==> src/rtl/utxd_crc_bl.sv <==
// UART reply-frame transmitter: com, lbl, adr_hi, adr_lo, [read data], CRC_lo, CRC_hi.
// Each byte: one prep clk, one load clk, then START/D0..D7/STOP at NT clks per bit.
module utxd_crc_bl #(
    parameter int          NT   = 4,
    parameter logic [15:0] INIT = 16'hFFFF,
    parameter logic [15:0] POLY = 16'h4002
) (
    input  logic        clk,
    input  logic        rst,
    input  logic        st_i,
    input  logic [7:0]  com_i,
    input  logic [7:0]  lbl_i,
    input  logic [15:0] adr_i,
    output logic [15:0] rd_adr_o,
    output logic        rd_en_o,
    input  logic [7:0]  rd_dat_i,
    output logic        utxd_o,
    output logic        busy_o,
    output logic [7:0]  cb_byte_o,
    output logic        ok_tx_bl_o
);
    localparam int TW = (NT > 1) ? $clog2(NT) : 1;
    localparam logic [TW-1:0] TMR_LD = TW'(NT - 1);

    typedef enum logic [2:0] {S_IDLE, S_P1, S_P2, S_START, S_DATA, S_STOP} state_t;

    state_t        state_q;
    logic [7:0]    com_q, lbl_q, sh_q;
    logic [15:0]   adr_q, rd_adr_q, crc_q;
    logic [8:0]    cb_q, ndat_q;
    logic [2:0]    bit_q;
    logic [TW-1:0] tmr_q;
    logic          utxd_q, busy_q, rd_en_q, ok_q;

    logic          cmd_ok, tmr_done, is_dat, absorb, last, rd_nx;
    logic [8:0]    len, cb_nx;
    logic [7:0]    src;

    function automatic logic [15:0] crc_byte(input logic [15:0] c, input logic [7:0] b);
        logic [15:0] r;
        r = c;
        for (int i = 0; i < 8; i++)
            r = (r[0] ^ b[i]) ? (((r ^ POLY) >> 1) | 16'h8000) : (r >> 1);
        return r;
    endfunction

    assign cmd_ok   = (com_i[7:1] == 7'h00) || (com_i[7:1] == 7'h40);
    assign tmr_done = (tmr_q == '0);
    assign len      = ndat_q + 9'd6;
    assign cb_nx    = cb_q + 9'd1;
    assign is_dat   = (cb_q >= 9'd4) && (cb_q < ndat_q + 9'd4);
    assign absorb   = (cb_q < len - 9'd2);
    assign last     = (cb_q == len - 9'd1);
    assign rd_nx    = (cb_nx >= 9'd4) && (cb_nx < ndat_q + 9'd4);

    always_comb begin
        src = crc_q[15:8];
        if (cb_q == 9'd0)             src = com_q;
        else if (cb_q == 9'd1)        src = lbl_q;
        else if (cb_q == 9'd2)        src = adr_q[15:8];
        else if (cb_q == 9'd3)        src = adr_q[7:0];
        else if (is_dat)              src = rd_dat_i;
        else if (cb_q == len - 9'd2)  src = crc_q[7:0];
    end

    always_ff @(posedge clk) begin
        if (rst) begin
            state_q  <= S_IDLE;
            com_q    <= '0;
            lbl_q    <= '0;
            adr_q    <= '0;
            rd_adr_q <= '0;
            crc_q    <= INIT;
            cb_q     <= '0;
            ndat_q   <= '0;
            sh_q     <= '0;
            bit_q    <= '0;
            tmr_q    <= '0;
            utxd_q   <= 1'b1;
            busy_q   <= 1'b0;
            rd_en_q  <= 1'b0;
            ok_q     <= 1'b0;
        end else begin
            rd_en_q <= 1'b0;
            ok_q    <= 1'b0;
            // Line level follows the state one clk later, so st at edge k gives a falling edge at k+3.
            case (state_q)
                S_START: utxd_q <= 1'b0;
                S_DATA:  utxd_q <= sh_q[0];
                default: utxd_q <= 1'b1;
            endcase
            case (state_q)
                S_IDLE: begin
                    if (st_i && cmd_ok) begin
                        com_q    <= com_i;
                        lbl_q    <= lbl_i;
                        adr_q    <= adr_i;
                        rd_adr_q <= adr_i;
                        ndat_q   <= com_i[7] ? {1'b0, lbl_i} : 9'd0;
                        cb_q     <= '0;
                        crc_q    <= INIT;
                        busy_q   <= 1'b1;
                        state_q  <= S_P1;
                    end
                end
                S_P1: state_q <= S_P2;
                S_P2: begin
                    sh_q  <= src;
                    tmr_q <= TMR_LD;
                    if (absorb) crc_q <= crc_byte(crc_q, src);
                    if (is_dat) rd_adr_q <= rd_adr_q + 16'd1;
                    state_q <= S_START;
                end
                S_START: begin
                    if (tmr_done) begin
                        tmr_q   <= TMR_LD;
                        bit_q   <= '0;
                        state_q <= S_DATA;
                    end else tmr_q <= tmr_q - 1'b1;
                end
                S_DATA: begin
                    if (tmr_done) begin
                        tmr_q <= TMR_LD;
                        sh_q  <= sh_q >> 1;
                        if (bit_q == 3'd7) state_q <= S_STOP;
                        else               bit_q   <= bit_q + 3'd1;
                    end else tmr_q <= tmr_q - 1'b1;
                end
                S_STOP: begin
                    if (tmr_done) begin
                        if (last) begin
                            ok_q    <= 1'b1;
                            busy_q  <= 1'b0;
                            state_q <= S_IDLE;
                        end else begin
                            cb_q    <= cb_nx;
                            rd_en_q <= rd_nx;
                            state_q <= S_P1;
                        end
                    end else tmr_q <= tmr_q - 1'b1;
                end
                default: state_q <= S_IDLE;
            endcase
        end
    end

    assign rd_adr_o   = rd_adr_q;
    assign rd_en_o    = rd_en_q;
    assign utxd_o     = utxd_q;
    assign busy_o     = busy_q;
    assign cb_byte_o  = cb_q[7:0];
    assign ok_tx_bl_o = ok_q;
endmodule

==> config.mk <==
export PLATFORM = sky130hd
export DESIGN_NAME = utxd_crc_bl
export DESIGN_NICKNAME = d
export VERILOG_FILES = /design/src/rtl/utxd_crc_bl.sv
export SDC_FILE = /design/constraint.sdc
export NUM_CORES = 1
export LEC_CHECK = 0
export CAP_MARGIN = 20
export CORE_MARGIN = 1
export CORE_UTILIZATION = 60
export CTS_BUF_LIST = sky130_fd_sc_hd__clkbuf_8
export CTS_CLUSTER_DIAMETER = 120
export DETAILED_ROUTE_END_ITERATION = 6
export HOLD_SLACK_MARGIN = 0.02
export PLACE_DENSITY = 0.84
export SYNTH_ARGS = -nofsm -noshare
export SYNTH_HDL_FRONTEND = slang
export SYNTH_SLANG_ARGS = --single-unit
==> constraint.sdc <==
create_clock -name clk -period 6.5 [get_ports clk]
set_clock_uncertainty 0.1 [all_clocks]
set_input_delay 0.975 -clock clk [delete_from_list [all_inputs] [get_ports clk]]
set_output_delay 0.975 -clock clk [all_outputs]
set_load 0.01 [all_outputs]
### Word-level counts from Yosys, hierarchy flattened

Cells that the tools add are included.

| storage, ports and cells | value |
|---|---|
| flip-flop bits (word level) | 102 |
| input port bits | 43 |
| output and inout bits | 28 |
| logic and storage cells | 141 |

| operators by class | value |
|---|---|
| $add $sub $neg | 8 |
| order comparisons | 5 |
| equal/unequal tests | 23 |
| multiplexer cells | 47 |
| bitwise operators | 18 |
| reduce and logical (&&, ||, !) cells | 25 |

Operators with widths:

| cell | count |
|---|---|
| two-way mux 16 bit | 12 |
| two-way mux 8 bit | 8 |
| one-hot mux 16 bit (2 select lines) | 2 |
| < comparator 9 bit | 3 |
| two-way mux 9 bit | 3 |
| two-way mux 3 bit | 8 |
| != test 2 bit (second input constant) | 11 |
| adder 9 x 3 -> 9 bit (second input constant) | 2 |
| == test 9 x 2 -> 1 bit (second input constant) | 2 |
| == test 9 bit | 2 |
| greater-or-equal comparator 9 x 3 -> 1 bit (second input constant) | 2 |
| one-hot mux 3 bit (6 select lines) | 1 |
| one-hot mux 9 bit (2 select lines) | 1 |
| adder 16 x 1 -> 16 bit (second input constant) | 1 |
| inverter 2 bit | 8 |
| one-hot mux 8 bit (2 select lines) | 1 |
| AND reduction 4 bit | 3 |
| adder 9 x 1 -> 9 bit (second input constant) | 1 |
| == test 3 bit (second input constant) | 3 |
| == test 9 x 1 -> 1 bit (second input constant) | 1 |
| logical NOT 9 bit | 1 |
| subtractor 9 x 1 -> 9 bit (second input constant) | 1 |
| subtractor 9 x 2 -> 9 bit (second input constant) | 1 |
| nonzero test 2 bit | 4 |
| 24 further kinds | 44 |

### Depth between registers and ports, before layout

| logic depth | value |
|---|---|
| word-level depth | 27 |
| gate-level depth with buffers | 20 |
| mapped depth without buffers | 20 |

### Worst setup path before layout

Ideal clock, no wire load.

| timing | value |
|---|---|
| path kind | reg2reg |
| from | register ndat_q[2] |
| to | register crc_q[0] |
| setup time | 0.141 ns |
| data arrival time | 4.664 ns |
| required time | 6.259 ns |
| path slack | 1.595 ns |
| cell stages (with the launch flop) | 21 |
| path buffers | 0 |
| clock period less this slack | 4.905 ns |
| cells stage by stage | dfxtp_1 > inv_1 > ha_1 > a21oi_1 > or3_1 > nand2_1 > or4b_1 > nor2_1 > xnor2_1 > ha_1 > nand4_1 > nor3_4 > mux2i_1 > a211oi_1 > a221o_1 > a211oi_2 > xnor2_1 > xnor3_1 > xnor2_2 > xnor2_1 > a32oi_1 |

| between the ends | value |
|---|---|
| longest elaborated chain between the ends | 27 |
| elaborated cells on any way between the ends | 33 |
| those cells by class | add/sub (3); order compare (2); eq/ne (2); mux (16); bitwise (8); reduce/logical (2) |

Ends and longest elaborated chain:

| item | line | RTL |
|---|---|---|
| start: declaration | 30 | `logic [8:0] cb_q, ndat_q;` |
| start signal: assignment | 99 | `ndat_q <= com_i[7] ? {1'b0, lbl_i} : 9'd0;` |
| adder 9 x 3 -> 9 bit | 49 | `assign len = ndat_q + 9'd6;` |
| subtractor 9 x 2 -> 9 bit | 52, 63 |  |
| == test 9 bit | 63 | `else if (cb_q == len - 9'd2) src = crc_q[7:0];` |
| two-way mux 8 bit | 63 |  |
| two-way mux 8 bit | 62 | `else if (is_dat) src = rd_dat_i;` |
| two-way mux 8 bit | 61 | `else if (cb_q == 9'd3) src = adr_q[7:0];` |
| two-way mux 8 bit | 60 | `else if (cb_q == 9'd2) src = adr_q[15:8];` |
| two-way mux 8 bit | 59 | `else if (cb_q == 9'd1) src = lbl_q;` |
| [11 not listed] | - |  |
| XOR 1 bit | 43 | `r = (r[0] ^ b[i]) ? (((r ^ POLY) >> 1) \| 16'h8000) : (r >> 1);` |
| two-way mux 16 bit | 43 |  |
| XOR 1 bit | 43 |  |
| two-way mux 16 bit | 43 |  |
| XOR 1 bit | 43 |  |
| two-way mux 16 bit | 43 |  |
| two-way mux 16 bit | 110 | `if (absorb) crc_q <= crc_byte(crc_q, src);` |
| one-hot mux 16 bit (2 select lines) | 92 | `case (state_q)` |
| end signal: assignment | 110 |  |
| end: declaration | 29 | `logic [15:0] adr_q, rd_adr_q, crc_q;` |

Several ways; a longest one is shown, not always the timed one. The select of a mux whose other input is x is not followed.
A chain may end at the register's enable or synchronous reset.

### Worst setup path after layout

Ends and elaborated chain as after synthesis.

==> flow_results.org <==
** Global routing
- Entering global routing, the biggest net connects 55 pins.
- The first global-routing pass estimated slightly above 30000 µm of wire.
- Number of antenna violations at the first check in global routing :: 0
- Aggregate global-route resource usage :: 33.03%
- Number of global-route vias before repair :: around 6.2k
- The total overflow left after global routing is 0.

** STA
- Headroom to the max-slew limit came out at roughly a third.
- The final count of hold timing violations was 0.
- Slew @ Worst Pin :: approximately 0.98 ns
- Tcrit/Tclk final :: between 80% and 90%
- Accumulated negative setup slack :: 0 ns
- For this run, the top clock speed supported by timing is around 0.18 GHz.
- Setup violations remaining at the end of the flow were counted as 0.
- Final hold analysis gives a worst-case slack of between 0.3 and 0.4 ns.
- Setup repair after global routing left no endpoint under its margin.
- After layout, the minimum clock period comes to around 5.5 ns.
- The final count of pins violating max slew is 0.

** Yosys
- After synthesis, the netlist uses 70 different library cells.
- Post-synthesis cell area :: a little under 7000 µm²
- In this run, synthesis produced a sequential element count of just over 100.
- After synthesis, the cell types taking the most area are sky130_fd_sc_hd__dfxtp_1, sky130_fd_sc_hd__nand2_1, sky130_fd_sc_hd__ha_1.
- After technology mapping, the gate count stands at between 900 and 1k.
- Largest area contributor in the synthesized netlist :: sky130_fd_sc_hd__dfxtp_1
- For this run, asynchronously set or reset flops after synthesis account for 0%.
- Total nets after synthesis :: 997
- Each instance of the synthesized netlist takes up on average 7.548 µm².
- During synthesis, Yosys emitted a total of 0 warnings.
- Sequential share of the synthesized area :: between 20% and 30%
- Post-synth top flop :: sky130_fd_sc_hd__dfxtp_1
- Number of flops mapped to enable cells by yosys :: 0
- Fraction of synthesized cell area taken by the top area cell type :: between 20% and 30%

** Placement
- Detailed placement finished with a half-perimeter wire length of ~14000 µm.
- Routability-driven placement finished with a final weighted congestion of around 0.9.
- Buffers placed on the I/O ports in this run total 70.

** Power and ir drop
- Overall power consumption :: roughly 1600 µW
- In this run the power density over the cells is 201.7 nW/µm².
- Summed over all cells, the static leakage comes to approximately 0.0029 µW.
- VDD sags by at most approximately 200 µV.

** Floorplanning
- Site row count :: 38
- Die H :: about 110 µm
- In this run the standard cell core region covers 11030 µm².
- Pin placement for this block handled 71 I/O pins.
- Die area :: 11940 µm²
- The initial utilization of the core area, before any placement, comes to roughly 63%.
- Horizontal die dimension :: 109.3 µm

** Layout
- Fill cells in the final layout number between 900 and 1k.
- The area growth from synthesis to layout is 13.21%.
- In the layout the commonest cells are sky130_fd_sc_hd__nand2_1, sky130_fd_sc_hd__dfxtp_1, sky130_fd_sc_hd__a21oi_1, sky130_fd_sc_hd__clkdlybuf4s50_1, sky130_fd_sc_hd__nor2_1.
- Post-layout net count :: between 1k and 1.5k
- Cells with a size suffix above 1 make up 4.757% of the layout.
- Most common cell after layout, fill and taps aside :: sky130_fd_sc_hd__nand2_1
- Measured on the finished design, the core utilization comes to 70.88%.
- Final antenna diode count :: 0

** Drt
- In this run the remaining antenna-violating nets after routing total 0.
- Detail-routed via count per cell :: between 6 and 7
- In the final routed layout, each cell accounts on average for 17.69 µm.
- DR DRC count :: 0
- Number of detailed-routing iterations run before antenna repair :: 5
- The final layout contains routed wiring with a total length of about 19000 µm.
- In this run, the number of DRC markers left after iteration 0 of detailed routing was 659.
- Number of vias after detailed routing :: ~6.9k

** Critical path
- Worst path max stage delay :: between 0.5 and 0.6 ns
- At the worst endpoint, the required time is 6.65 ns.
- The number of buffers and inverters on the critical path is 1.
- The cell family contributing the most delay on the critical path is simple AND/OR/NAND/NOR gates.
- The signal on the critical path passes through inv_1 -> ha_1 -> a21oi_1 -> or3_1 -> nand2_1 -> or4b_1 -> nor2_1 -> xnor2_1 -> ha_1 -> nand4_1 -> nor3_4 -> mux2i_1 -> a211oi_1 -> a221o_1 -> a211oi_2 -> xnor2_1 -> xnor3_1 -> xnor2_2 -> xnor2_1 -> a32oi_1.
- Of all nets on the critical path, the largest fanout is 10.
- STA classifies the critical path startpoint as a flop.
- The critical path in this run is classified as reg -> reg.
- STA puts the critical path data arrival time at between 5 and 6 ns.
- The slowest stage of the critical path is the sky130_fd_sc_hd__or4b_1 cell.
- Endpoint type of the worst setup path :: flop
- The cell that appears most often on the critical path is sky130_fd_sc_hd__xnor2_1.

** Clock network
- The clock tree synthesis step divided the H-tree into 3 levels.
- Post-CTS setup buffer count :: 0
- Counting along the longest clock path gives a buffer depth of 2.
- CTS tree :: yes
- Post-CTS repair changed the size of 0 cells.
- The clock reaches the later pin of the worst-skew pair after roughly 0.4 ns.
- Clock slew at reported path FFs :: ~0.11 ns
- For this design, the sink count on the clock tree is between 100 and 150.
- Hold-fix buffers, CTS :: 0
- Cts bufs inserted :: 9
- Clock tree synthesis selected as its root buffer the cell sky130_fd_sc_hd__clkbuf_8.

** Run
- Across the run, the number of max-cap violations was 0.

** Min path
- Worst Hold Class :: reg -> reg

** Status
- Status :: complete, no violations
-- stage by stage --
step / cell area (µm²) / setup WS [ns] / instances
detailed placement: 7567 / 1.098 / 1068
finish: 7819 / 0.9542 / 1086
global route: 7819 / 0.6075 / 1086
CTS: 7796 / 1.029 / 1084
floorplan: 6907 / 1.595 / 915
global placement: 7562 / 1.234 / 1067
-- synthesized netlist by cell type, types with 4 or more instances --
cell type / n
sky130_fd_sc_hd__nand3_1: 40
sky130_fd_sc_hd__nand4_1: 6
sky130_fd_sc_hd__clkbuf_1: 50
sky130_fd_sc_hd__o21ai_0: 46
sky130_fd_sc_hd__buf_2: 4
sky130_fd_sc_hd__and2_1: 10
sky130_fd_sc_hd__ha_1: 39
sky130_fd_sc_hd__inv_1: 28
sky130_fd_sc_hd__a211oi_1: 23
sky130_fd_sc_hd__nor2_1: 63
sky130_fd_sc_hd__or4_1: 4
sky130_fd_sc_hd__nand3b_1: 6
sky130_fd_sc_hd__and3_1: 9
sky130_fd_sc_hd__dfxtp_1: 101
sky130_fd_sc_hd__o21bai_1: 5
sky130_fd_sc_hd__o31ai_1: 5
sky130_fd_sc_hd__o22ai_1: 6
sky130_fd_sc_hd__or3_1: 11
sky130_fd_sc_hd__o221ai_1: 5
sky130_fd_sc_hd__a31oi_1: 10
sky130_fd_sc_hd__xnor2_1: 25
sky130_fd_sc_hd__nor3_1: 16
sky130_fd_sc_hd__o21a_1: 9
sky130_fd_sc_hd__nand2_1: 137
sky130_fd_sc_hd__a311oi_1: 11
sky130_fd_sc_hd__mux2i_1: 14
sky130_fd_sc_hd__a21oi_1: 94
sky130_fd_sc_hd__xor2_1: 22
sky130_fd_sc_hd__nor2b_1: 8
sky130_fd_sc_hd__nand2b_1: 21
sky130_fd_sc_hd__o211ai_1: 17
sky130_fd_sc_hd__buf_4: 8
-- power breakdown --
| group | internal, µW | switching, µW | total (µW) | leakage, µW |
|---|---|---|---|---|
| Clock | 223 | 248 | 471 | 0.000117 |
| Combinational | 160 | 244 | 404 | 0.00193 |
| Sequential | 657 | 44.6 | 702 | 0.000816 |
-- path summary, 6_finish.rpt --
path | cells after the start | endpoint | slack (ns) | from
max | 20 | crc_q[0] | 0.95 | ndat_q[2]
min | 2 | adr_q[15] | 0.36 | adr_q[15]
max reg2reg | 20 | crc_q[0] | 0.95 | ndat_q[2]
min reg2reg | 2 | adr_q[15] | 0.36 | adr_q[15]
-- worst register-to-register path: stages (launching register included) --
cell	delay [ns]
sky130_fd_sc_hd__dfxtp_1	0.47
sky130_fd_sc_hd__inv_1	0.14
sky130_fd_sc_hd__ha_1	0.21
sky130_fd_sc_hd__a21oi_1	0.28
sky130_fd_sc_hd__or3_1	0.19
sky130_fd_sc_hd__nand2_1	0.13
sky130_fd_sc_hd__or4b_1	0.57
sky130_fd_sc_hd__nor2_1	0.14
sky130_fd_sc_hd__xnor2_1	0.08
sky130_fd_sc_hd__ha_1	0.30
sky130_fd_sc_hd__nand4_1	0.15
sky130_fd_sc_hd__nor3_4	0.50
sky130_fd_sc_hd__mux2i_1	0.26
sky130_fd_sc_hd__a211oi_1	0.08
sky130_fd_sc_hd__a221o_1	0.32
sky130_fd_sc_hd__a211oi_2	0.37
sky130_fd_sc_hd__xnor2_1	0.18
sky130_fd_sc_hd__xnor3_1	0.50
sky130_fd_sc_hd__xnor2_2	0.19
sky130_fd_sc_hd__xnor2_1	0.13
sky130_fd_sc_hd__a32oi_1	0.11
-- final cells by class --
class	count	area, µm²	area share [%]
Clock buffer	9	123.9	1.584
Clock inverter	7	105.1	1.344
Inverter	28	105.1	1.344
Multi-Input combinational cell	721	4512	57.71
Sequential cell	101	2022	25.86
Tap cell	140	175.2	2.240
Timing Repair Buffer	80	775.7	9.922
-- routing by layer --
layer	track usage (%)	wire length [µm]	up-vias
met3	7.054	1619	34
met1	46.59	8821	3206
met2	50.00	8369	334
met4	10.76	406	0
met5	0	0	-
li1	-	-	3317
-- flip-flops by register name (all words and copies together), names as in the netlist --
name / flops
adr_q: 16
bit_q: 3
busy_o: 1
cb_q: 9
com_q: 8
crc_q: 16
lbl_q: 8
ndat_q: 8
ok_tx_bl_o: 1
rd_adr_o: 16
rd_en_o: 1
sh_q: 8
state_q: 3
tmr_q: 2
utxd_o: 1
-- cells by family after synthesis --
family	count (synthesis)	synth area share (%)
flip-flops	101	29.28
buffers and inverters	93	5.580
AO/OA/AOI/OAI	267	24.82
multiplexers	16	2.355
adder cells (fa/ha/maj)	39	7.065
AND/OR/NAND/NOR	350	24.38
XOR/XNOR	49	6.522
No activity file was read; power rests on OpenSTA's default activity.
